## src/rtl/uart_tx_fifo.sv

```systemverilog
// AXI-Stream to UART transmitter with a beat FIFO; each W_OUT-bit beat is sent
// as NUM_WORDS back-to-back frames, word 0 first, LSB first within a word.
module uart_tx_fifo #(
    parameter int CLOCKS_PER_PULSE = 4,
    parameter int BITS_PER_WORD    = 8,
    parameter int W_OUT            = 16,
    parameter int PARITY           = 0,
    parameter int STOP_BITS        = 1,
    parameter int FIFO_DEPTH       = 4
) (
    input  logic                             clk,
    input  logic                             rst,
    input  logic                             s_valid,
    output logic                             s_ready,
    input  logic [W_OUT-1:0]                 s_data,
    output logic                             tx,
    output logic                             busy,
    output logic [$clog2(FIFO_DEPTH+1)-1:0]  fifo_count
);

    localparam int NUM_WORDS = W_OUT / BITS_PER_WORD;
    localparam int STOP_CLKS = STOP_BITS * CLOCKS_PER_PULSE;
    localparam int CLK_W     = $clog2(STOP_CLKS);
    localparam int BIT_W     = (BITS_PER_WORD > 1) ? $clog2(BITS_PER_WORD) : 1;
    localparam int WORD_W    = (NUM_WORDS > 1) ? $clog2(NUM_WORDS) : 1;
    localparam int PTR_W     = $clog2(FIFO_DEPTH);
    localparam int CNT_W     = $clog2(FIFO_DEPTH + 1);

    typedef enum logic [2:0] {IDLE, START, DATA, PAR, STOP} state_t;

    state_t                   state;
    logic [W_OUT-1:0]         mem [FIFO_DEPTH];
    logic [PTR_W-1:0]         wr_ptr;
    logic [PTR_W-1:0]         rd_ptr;
    logic [W_OUT-1:0]         beat_rest;
    logic [BITS_PER_WORD-1:0] word_sr;
    logic                     par_bit;
    logic [CLK_W-1:0]         clk_cnt;
    logic [BIT_W-1:0]         bit_cnt;
    logic [WORD_W-1:0]        word_idx;

    logic                     push;
    logic                     pop;
    logic                     pulse_end;
    logic                     stop_end;
    logic                     last_word;
    logic [BITS_PER_WORD-1:0] next_word;
    logic [BITS_PER_WORD-1:0] word_shift;
    logic [W_OUT-1:0]         next_rest;
    logic                     next_par;

    // s_ready comes straight from the count register: no bypass when full.
    assign s_ready = (fifo_count != CNT_W'(FIFO_DEPTH));
    assign busy    = (state != IDLE);
    assign push    = s_valid && s_ready;

    always_comb begin
        // NOTE: every signal here is assigned on every pass, so no latch can be inferred.
        pulse_end  = (clk_cnt == CLK_W'(CLOCKS_PER_PULSE - 1));
        stop_end   = (clk_cnt == CLK_W'(STOP_CLKS - 1));
        last_word  = (word_idx == WORD_W'(NUM_WORDS - 1));
        pop        = (fifo_count != '0) &&
                     ((state == IDLE) || ((state == STOP) && stop_end && last_word));
        next_word  = pop ? mem[rd_ptr][BITS_PER_WORD-1:0] : beat_rest[BITS_PER_WORD-1:0];
        next_rest  = pop ? (mem[rd_ptr] >> BITS_PER_WORD) : (beat_rest >> BITS_PER_WORD);
        next_par   = (^next_word) ^ (PARITY == 2);
        word_shift = word_sr >> 1;
    end

    always_ff @(posedge clk) begin
        // NOTE: sequential state uses non-blocking assignments so every flop sees pre-edge values.
        if (rst) begin
            wr_ptr     <= '0;
            rd_ptr     <= '0;
            fifo_count <= '0;
        end else begin
            if (push) wr_ptr <= wr_ptr + PTR_W'(1);
            if (pop)  rd_ptr <= rd_ptr + PTR_W'(1);
            if (push && !pop)
                fifo_count <= fifo_count + CNT_W'(1);
            else if (pop && !push)
                fifo_count <= fifo_count - CNT_W'(1);
        end
    end

    // NOTE: the storage array has no reset; the pointers flush it, and it can map to plain RAM.
    always_ff @(posedge clk) begin
        if (push) mem[wr_ptr] <= s_data;
    end

    always_ff @(posedge clk) begin
        if (rst) begin
            state     <= IDLE;
            tx        <= 1'b1;
            clk_cnt   <= '0;
            bit_cnt   <= '0;
            word_idx  <= '0;
            word_sr   <= '0;
            beat_rest <= '0;
            par_bit   <= 1'b0;
        end else begin
            case (state)
                IDLE: begin
                    if (pop) begin
                        state     <= START;
                        tx        <= 1'b0;
                        clk_cnt   <= '0;
                        word_idx  <= '0;
                        word_sr   <= next_word;
                        beat_rest <= next_rest;
                        par_bit   <= next_par;
                    end
                end
                START: begin
                    if (pulse_end) begin
                        state   <= DATA;
                        tx      <= word_sr[0];
                        clk_cnt <= '0;
                        bit_cnt <= '0;
                    end else begin
                        clk_cnt <= clk_cnt + CLK_W'(1);
                    end
                end
                DATA: begin
                    if (pulse_end) begin
                        clk_cnt <= '0;
                        if (bit_cnt == BIT_W'(BITS_PER_WORD - 1)) begin
                            if (PARITY != 0) begin
                                state <= PAR;
                                tx    <= par_bit;
                            end else begin
                                state <= STOP;
                                tx    <= 1'b1;
                            end
                        end else begin
                            bit_cnt <= bit_cnt + BIT_W'(1);
                            word_sr <= word_shift;
                            tx      <= word_shift[0];
                        end
                    end else begin
                        clk_cnt <= clk_cnt + CLK_W'(1);
                    end
                end
                PAR: begin
                    if (pulse_end) begin
                        state   <= STOP;
                        tx      <= 1'b1;
                        clk_cnt <= '0;
                    end else begin
                        clk_cnt <= clk_cnt + CLK_W'(1);
                    end
                end
                STOP: begin
                    if (stop_end) begin
                        clk_cnt <= '0;
                        // Next word of this beat or head of the FIFO starts with no idle gap.
                        if (!last_word || pop) begin
                            state     <= START;
                            tx        <= 1'b0;
                            word_idx  <= last_word ? '0 : word_idx + WORD_W'(1);
                            word_sr   <= next_word;
                            beat_rest <= next_rest;
                            par_bit   <= next_par;
                        end else begin
                            state <= IDLE;
                        end
                    end else begin
                        clk_cnt <= clk_cnt + CLK_W'(1);
                    end
                end
                default: state <= IDLE;
            endcase
        end
    end

endmodule
```

## config.mk

```make
export PLATFORM = sky130hd
export DESIGN_NAME = uart_tx_fifo
export DESIGN_NICKNAME = d
export VERILOG_FILES = /design/src/rtl/uart_tx_fifo.sv
export SDC_FILE = /design/constraint.sdc
export NUM_CORES = 1
export LEC_CHECK = 0
export ABC_AREA = 1
export CORE_UTILIZATION = 31
export CTS_BUF_LIST = sky130_fd_sc_hd__clkbuf_8
export DETAILED_ROUTE_END_ITERATION = 7
export PLACE_DENSITY = 0.45
export REMOVE_ABC_BUFFERS = 1
export SLEW_MARGIN = 20
export SYNTH_ARGS = -nofsm -noshare
export SYNTH_HDL_FRONTEND = slang
export SYNTH_SLANG_ARGS = --single-unit
```

## constraint.sdc

```tcl
create_clock -name clk -period 2 [get_ports clk]
set_clock_uncertainty 0.1 [all_clocks]
set_input_delay 0.2 -clock clk [delete_from_list [all_inputs] [get_ports clk]]
set_output_delay 0.2 -clock clk [all_outputs]
set_load 0.05 [all_outputs]
```

# Word level (Yosys, flattened, before mapping)
# Memories as Yosys holds them, arrays and structs flattened. A register that Yosys moved wholly into a read port is not among the register bits.
# Cells that the tools add are included.
[op_classes]
n_mux = 45
n_addsub = 7
reduce_logical = 27
n_eq_ne = 15
[ops]
columns = ["cell", "n"]
rows = [
  ["$mux W8", 7],
  ["$mux W16", 3],
  ["$mux W3", 11],
  ["$pmux W16 S2", 1],
  ["$pmux W8 S3", 1],
  ["$pmux W3 S5", 1],
  ["$ne A2 B2 Y1 const B", 7],
  ["$mux W1", 13],
  ["$reduce_and A6 Y1", 2],
  ["$reduce_bool A3 Y1", 3],
  ["$mux W2", 4],
  ["$reduce_and A4 Y1", 2],
  ["$reduce_bool A2 Y1", 4],
  ["$reduce_and A7 Y1", 1],
  ["$add A2 B1 Y2 const B", 3],
  ["$add A3 B1 Y3 const B", 2],
  ["$eq A3 B2 Y1 const B", 2],
  ["$eq A3 B3 Y1 const B", 2],
  ["$logic_and A1 B1 Y1", 6],
  ["$pmux W3 S2", 1],
  ["$pmux W1 S5", 1],
  ["$reduce_bool A5 Y1", 1],
  ["$pmux W2 S2", 1],
  ["$reduce_or A4 Y1", 1],
  ["11 further kinds", 14],
]
[word_totals]
regBits = 41
ram_bits = 64
out_inout_bits = 6
elab_cells = 105
input_bits = 19
memories = 1
[memory_table]
columns = ["name", "words", "width", "read_ports", "rd_ports_with_merged_regs", "write_ports", "line", "text"]
rows = [
  ["mem", 4, 16, 1, 1, 1, "32", "logic [W_OUT-1:0] mem [FIFO_DEPTH];"],
]

# Logic depth before layout (Yosys ltp)
# Gate-level depths: netlist (run 1).
[depth]
word_depth = 9
mapped_depth = 12
mapped_depth_nobuf = 11

# Worst setup path before layout (run 1)
# Ideal clock, no wire load.
[synth_timing]
path_kind = "register to register"
from = "register fifo_count[0]"
to = "register fifo_count[2]"
t_required_ps = 1778
stages_incl_launch_ff = 12
path_buffers = 0
setup_slack_ps = -735
arrival_ps = 2513
cell_sequence = "dfxtp_1 nor2_1 nand2_1 nand2_1 inv_1 ha_1 inv_1 fa_1 a21oi_1 o21ai_0 o21ai_0 a21oi_1"
[synth_between]
elab_chain_len = 5
word_cells_on_any_way = 13
cone_classes = "2 x add/sub; 1 x eq/ne; 2 x mux; 8 x reduce/logical"
[synth_lines]
columns = ["item", "line", "text"]
rows = [
  ["from (decl)", "18", "output logic [$clog2(FIFO_DEPTH+1)-1:0] fifo_count"],
  ["from (signal assigned)", "80", "fifo_count <= fifo_count + CNT_W'(1);"],
  ["from (signal assigned)", "82", "fifo_count <= fifo_count - CNT_W'(1);"],
  ["$ne A3 B3 Y1 (*)", "53", "assign s_ready = (fifo_count != CNT_W'(FIFO_DEPTH));"],
  ["named net s_ready", "14", "output logic s_ready,"],
  ["$logic_and A1 B1 Y1 (*)", "55", "assign push = s_valid && s_ready;"],
  ["named net push", "42", "logic push;"],
  ["$logic_not A1 Y1", "81", "else if (pop && !push)"],
  ["$logic_and A1 B1 Y1", "81", ""],
  ["$reduce_bool A2 Y1 (no line)", "-", ""],
]
# The timed path passes the listed nets; every way through them passes the cells marked *. The select of a mux whose other input is x is not followed.
# A chain may end at the register's enable or synchronous reset.

# Worst setup path in the final report (run 1)
[layout_timing]
from = "register fifo_count[1]"
to = "output fifo_count[1]"
# No word-level cell between the ends.

==> results of run 1 <==
## cell usage in the layout, fill, tap and decap left out, types with 2 or more instances in the layout
cell,n
clkbuf_8,9
or2_2,2
inv_1,45
o211ai_1,2
nor2_4,3
nand3_2,2
nor2_2,2
nand2_1,86
nand3_1,21
nor3_1,2
edfxtp_1,64
nor2_1,63
clkinv_4,2
buf_12,4
clkdlybuf4s50_1,21
o22ai_1,8
clkinv_1,3
nand2_2,7
buf_4,18
dfxtp_1,34
a31oi_1,2
inv_2,4
o21ai_0,33
ha_1,8
a21oi_1,31
o21ai_1,2
## path summary, 6_finish.rpt
path | slack, ns | depth (start not counted) | endpoint
worst max-delay path | 0.07 | 2 | fifo_count[1]
worst min-delay path | 0.36 | 1 | mem[1][9]
worst max register to register | 0.09 | 11 | fifo_count[2]
worst min register to register | 0.37 | 2 | tx
## cells in the mapped netlist, types with 3 or more instances
master,instances
nand2_1,86
edfxtp_1,64
nor2_1,63
inv_1,45
dfxtp_1,35
o21ai_0,35
a21oi_1,32
nand3_1,21
buf_2,8
ha_1,8
o22ai_1,8
nand2_2,7
clkbuf_1,4
inv_2,4
nor2_4,3
## power by group through the flow
stage	sequential [mW]	clock, mW	combinational, mW
after CTS	2.76	1.38	2.90
after global placement	2.79	0	2.86
final	2.75	1.32	2.87
after floorplan	2.94	0	1.76
after global routing	2.79	1.46	3.26
after detailed placement	2.80	0	2.89
## final cells by class
| type | count | area (um2) | area share |
|---|---|---|---|
| clock buffers | 9 | 124 | 0.0245 |
| clock inverters | 7 | 75.1 | 0.0149 |
| inverters | 50 | 188 | 0.0371 |
| multi-input cells | 281 | 1390 | 0.274 |
| flip-flops and latches | 99 | 2620 | 0.519 |
| well taps | 176 | 220 | 0.0436 |
| repair buffers | 44 | 438 | 0.0866 |
## cell families (layout without fill, tap and decap cells)
| group | count (synthesis) | count (layout) | synth area share |
|---|---|---|---|
| xor+xnor | 1 | 1 | 0.00205 |
| buf+inv | 66 | 110 | 0.0630 |
| compound gates | 81 | 81 | 0.100 |
| fa+ha+maj | 9 | 9 | 0.0281 |
| flops | 99 | 99 | 0.614 |
| simple gates | 190 | 190 | 0.193 |
## flip-flops by register name, indices dropped and copies added (netlist names), named ones only
name / count
word_sr: 8
tx: 1
clk_cnt: 2
state: 3
bit_cnt: 3
rd_ptr: 2
mem: 64
beat_rest: 8
wr_ptr: 2
fifo_count: 3
last_word: 1
## what timing repair did
action	4_1_cts	5_1_grt
gates resized for setup	2	4
setup endpoints to repair	1	3
buffers inserted	0	1
pin swaps	0	2
## worst reg2reg max path, stage by stage (launching register included)
cell	delay, ns
dfxtp_2	0.33
ha_1	0.21
nand2_1	0.07
nand2_1	0.07
nand3_2	0.09
ha_1	0.14
inv_1	0.06
fa_2	0.35
a21oi_2	0.13
o21ai_1	0.09
o21ai_1	0.13
a21oi_1	0.05
## metal layers
layer / global-route usage / vias up / wire, um
met3: 0.0465 / 10 / 307
met4: 0.0438 / 0 / 114
met2: 0.227 / 42 / 4390
li1: - / 1552 / -
met5: 0 / - / 0
met1: 0.180 / 1399 / 4430
==> out/results.ini, run 1 <==
[timing]
hold_slack_ns = 0.355
maxSlewViolCount = 0
setup_viol = 0
tns_ns = 0
relSlewSlack = 0.667
max_freq_ghz = 0.519
min_period_ns = 1.93
finalHoldViolCount = 0
post-route-period-util = 0.963
rsz0062_at_grt = true
worstMarginPinSlew_ns = 0.499
final.setup.worst_slack_ns = 0.0736

[grt]
grt_pass1_vias = 2838
grt_usage = 0.141
grt_start_max_net_pins = 29
grt_pass1_wl_um = 14900
antenna_found_initial = 0
grt_overflow = 0

[setup_path]
path_cells = buf_4, clkdlybuf4s50_1
crit_required_ns = 1.70
end_kind = primary output
worstPathMaxFanout = 3
arrival_ns = 1.63
crit_buf_inv = 2
r2r_start = clk_cnt[0]
cp_slowest_stage_delay_ns = 0.79
worstSetupStartpoint = fifo_count[1]
cp-start-kind = register
critical_path.slowest_cell = clkdlybuf4s50_1
path_class = reg2out
critPathTopFamily = buffers and inverters

[layout]
fin_area_um2 = 5050
area.growth.synth_to_final_pct = 18.3
drive_above_1_share = 0.122
stdcell_count = 666
nFillCells = 1357
final_util = 0.379
n_antenna_cell = 0
fin_nets = 513

[clock_tree]
clock-sinks = 99
insertion_delay_ns = 0.38
clockBufferDepth = 2
cts_root_buf = clkbuf_8
cts_htree_levels = 3
ctsHoldBuffers = 0
numCtsBuffers = 9
cts_tree = yes
path_clk_slew_ns = 0.09

[synth]
synth_ff_type = edfxtp_1
avgSynthCellArea_um2 = 9.58
yosysTopAreaCell = edfxtp_1
yosys.area.top_type_share = 0.450
ys_async_sr_fraction = 0
synth_cell_type_count = 31
synth_area_um2 = 4270
synth-edff-count = 64
ys.warnings.count = 0
ys_seq_elements = 99
synth.top_cells.by_area = edfxtp_1, dfxtp_1, nand2_1, nor2_1, o21ai_0
syn_inst = 446
ys_seq_area_frac = 0.614

[routing]
routed_wl_um = 9240
ant_nets = 0
drtIter0Drc = 171
drcViolationCount = 0
wl_per_cell_um = 13.9
num_vias = 3003
routed_via_density = 4.51
drtPass1Iterations = 4

[power_and_ir_drop]
p_leak_nw = 1.96
p_sw_mw = 2.76
vdd_drop_max_uv = 624
powerDensity_nw_per_um2 = 1370
power_mw = 6.94
swShare = 0.397
clkPwrFrac = 0.190
share_comb_of_total_power = 0.414
p_seq_frac = 0.396
internal_power_mw = 4.18

[run_status]
status = complete, no violations

[hold_path]
worstHoldStart = s_data[9]
hold_path.class = in2reg

[die]
die_height_um = 119
placementRows = 42
die_area_um2 = 14300
coreArea_um2 = 13300
dieWidth_um = 119
start_util = 0.320
num_io_pins = 25

[run]
drv_cap = 0

[place]
port_buffers = 24
placed_cells = 649
dp_hpwl_um = 5770
gp_congestion = 0.781
place_ws_ns = -0.0379
place_area_um2 = 4840

Note: power is estimated with default switching activity, not from simulation.
==> inputs of run 2 (changes only) <==
CAP_MARGIN = 10   (was unset)
CTS_BUF_LIST = unset   (was sky130_fd_sc_hd__clkbuf_8)
==> run 2 against run 1 <==
Combinational power about the same. Via count barely moved. Global-route usage down 0.053 points. Final area is 1.8% higher. Clock power up 33%. Utilization up 0.67 points. Register-to-register slack better by 0.04 ns. Sequential power about the same. Critical path type unchanged. Largest power group unchanged. Highest routed layer unchanged.
==> out/results.ini, run 2 (synthesized netlist as in run 1, its figures left out) <==
[run_status]
status = complete, no violations

[hold_path]
whs_path_depth = 1
worstHoldStart = clk_cnt[0]
min_to = clk_cnt[0]
hold_path.class = reg2reg

[grt]
grt_usage = 0.141
grt_pass1_vias = 2852
grt_busiest_layer = met2
grt_start_max_net_pins = 29
grtUsageMet2 = 0.227
met3_usage = 0.0465
grt_pass1_wl_um = 14900
antenna_found_initial = 0
met1_usage = 0.179
grt_overflow = 0

[timing]
relSlewSlack = 0.671
tns_ns = 0
maxSlewViolCount = 0
max_freq_ghz = 0.528
post-route-period-util = 0.947
rsz0062_at_grt = false
finalHoldViolCount = 0
min_period_ns = 1.89
worstMarginPinSlew_ns = 0.492
setup_viol = 0

[clock_tree]
numCtsBuffers = 9
cts_tree = yes
cts_root_buf = clkbuf_16
cts_htree_levels = 3
clockBufferDepth = 2
clock-sinks = 99
cts_setup_buffers = 0
insertion_delay_ns = 0.35
path_clk_slew_ns = 0.06
ctsHoldBuffers = 0

[layout]
fin_area_um2 = 5140
largest_reg_flops = 64
stdcell_count = 665
n_antenna_cell = 0
nFillCells = 1344
multiInputGateArea_um2 = 1390
largestRegisters = mem x64, beat_rest x8, word_sr x8
final_cell_mix = nand2_1, edfxtp_1, nor2_1
drive_above_1_share = 0.121
final_common_cell = nand2_1
regMostFlops = mem
final_util = 0.385
regArea_um2 = 2620
area.growth.synth_to_final_pct = 20.4
fin_nets = 512

[place]
placed_cells = 649
place_area_um2 = 4840
dp_hpwl_um = 5770
port_buffers = 24
gp_congestion = 0.781

[setup_path]
critical_path.slowest_cell = clkdlybuf4s50_1
cp_slowest_stage_delay_ns = 0.79
reg2reg_slack_ns = 0.13
reg2reg_to = fifo_count[2]
r2r_start = clk_cnt[0]
crit_buf_inv = 2
reg2reg_depth = 11
end_kind = primary output
path_class = reg2out
arrival_ns = 1.59
path_cells = buf_4, clkdlybuf4s50_1
critPathTopFamily = buffers and inverters
worstPathMaxFanout = 3
cp-start-kind = register
critical_path_depth = 2
crit_required_ns = 1.70

[power_and_ir_drop]
powerDensity_nw_per_um2 = 1430
power_mw = 7.35
share_comb_of_total_power = 0.387
p_seq_frac = 0.375
swShare = 0.379
clkPwrFrac = 0.238
internal_power_mw = 4.56
p_leak_nw = 1.99
p_sw_mw = 2.78
vdd_drop_max_uv = 751

[routing]
drcViolationCount = 0
num_vias = 3006
ant_nets = 0
drtPass1Iterations = 4
routed_wl_um = 9180
routed_via_density = 4.52
wl_per_cell_um = 13.8
drtIter0Drc = 157

[die]
start_util = 0.320
coreArea_um2 = 13300
die_area_um2 = 14300
die_height_um = 119
num_io_pins = 25
dieWidth_um = 119
placementRows = 42

[run]
drv_cap = 0

run 2: what timing repair did:
item	in CTS	in global routing
pin swaps	0	2
gates cloned	0	0
setup endpoints to repair	1	1
resized for setup	1	4
run 2: cell type report:
type	instances	share of cell area
Clock inverter	7	0.0146
Multi-Input combinational cell	281	0.269
Sequential cell	99	0.510
Clock buffer	9	0.0438
Timing Repair Buffer	43	0.0832
Inverter	50	0.0365
Tap cell	176	0.0428
run 2: stage by stage:
step           hold WS, ns  setup WS, ns
6_report             0.351         0.105
5_1_grt              0.361       0.00548
4_1_cts              0.365       0.00252
3_5_place_dp         0.351       -0.0379
3_3_place_gp         0.341       0.00392
2_1_floorplan        0.169        -0.736
run 2: how the worst max path moves through the flow:
stage                       start       endpoint
global placement          s_valid  fifo_count[2]
global route           clk_cnt[0]  fifo_count[2]
detailed placement        s_valid  fifo_count[2]
CTS                    clk_cnt[0]  fifo_count[2]
floorplan           fifo_count[0]  fifo_count[2]
finish              fifo_count[0]  fifo_count[0]
run 2: power groups by stage:
stage	clock [mW]	sequential (mW)	combinational (mW)
after global placement	0	2.79	2.86
after CTS	1.82	2.76	2.89
after global routing	1.90	2.80	3.23
after floorplan	0	2.94	1.76
final	1.75	2.76	2.84
after detailed placement	0	2.80	2.89
run 2: layer usage:
| metal | vias up | wire length (um) | share of wire |
|---|---|---|---|
| li1 | 1557 | - | - |
| met1 | 1393 | 4360 | 0.47 |
| met2 | 47 | 4360 | 0.47 |
| met3 | 9 | 348 | 0.038 |
| met4 | 0 | 118 | 0.013 |
| met5 | - | 0 | 0 |
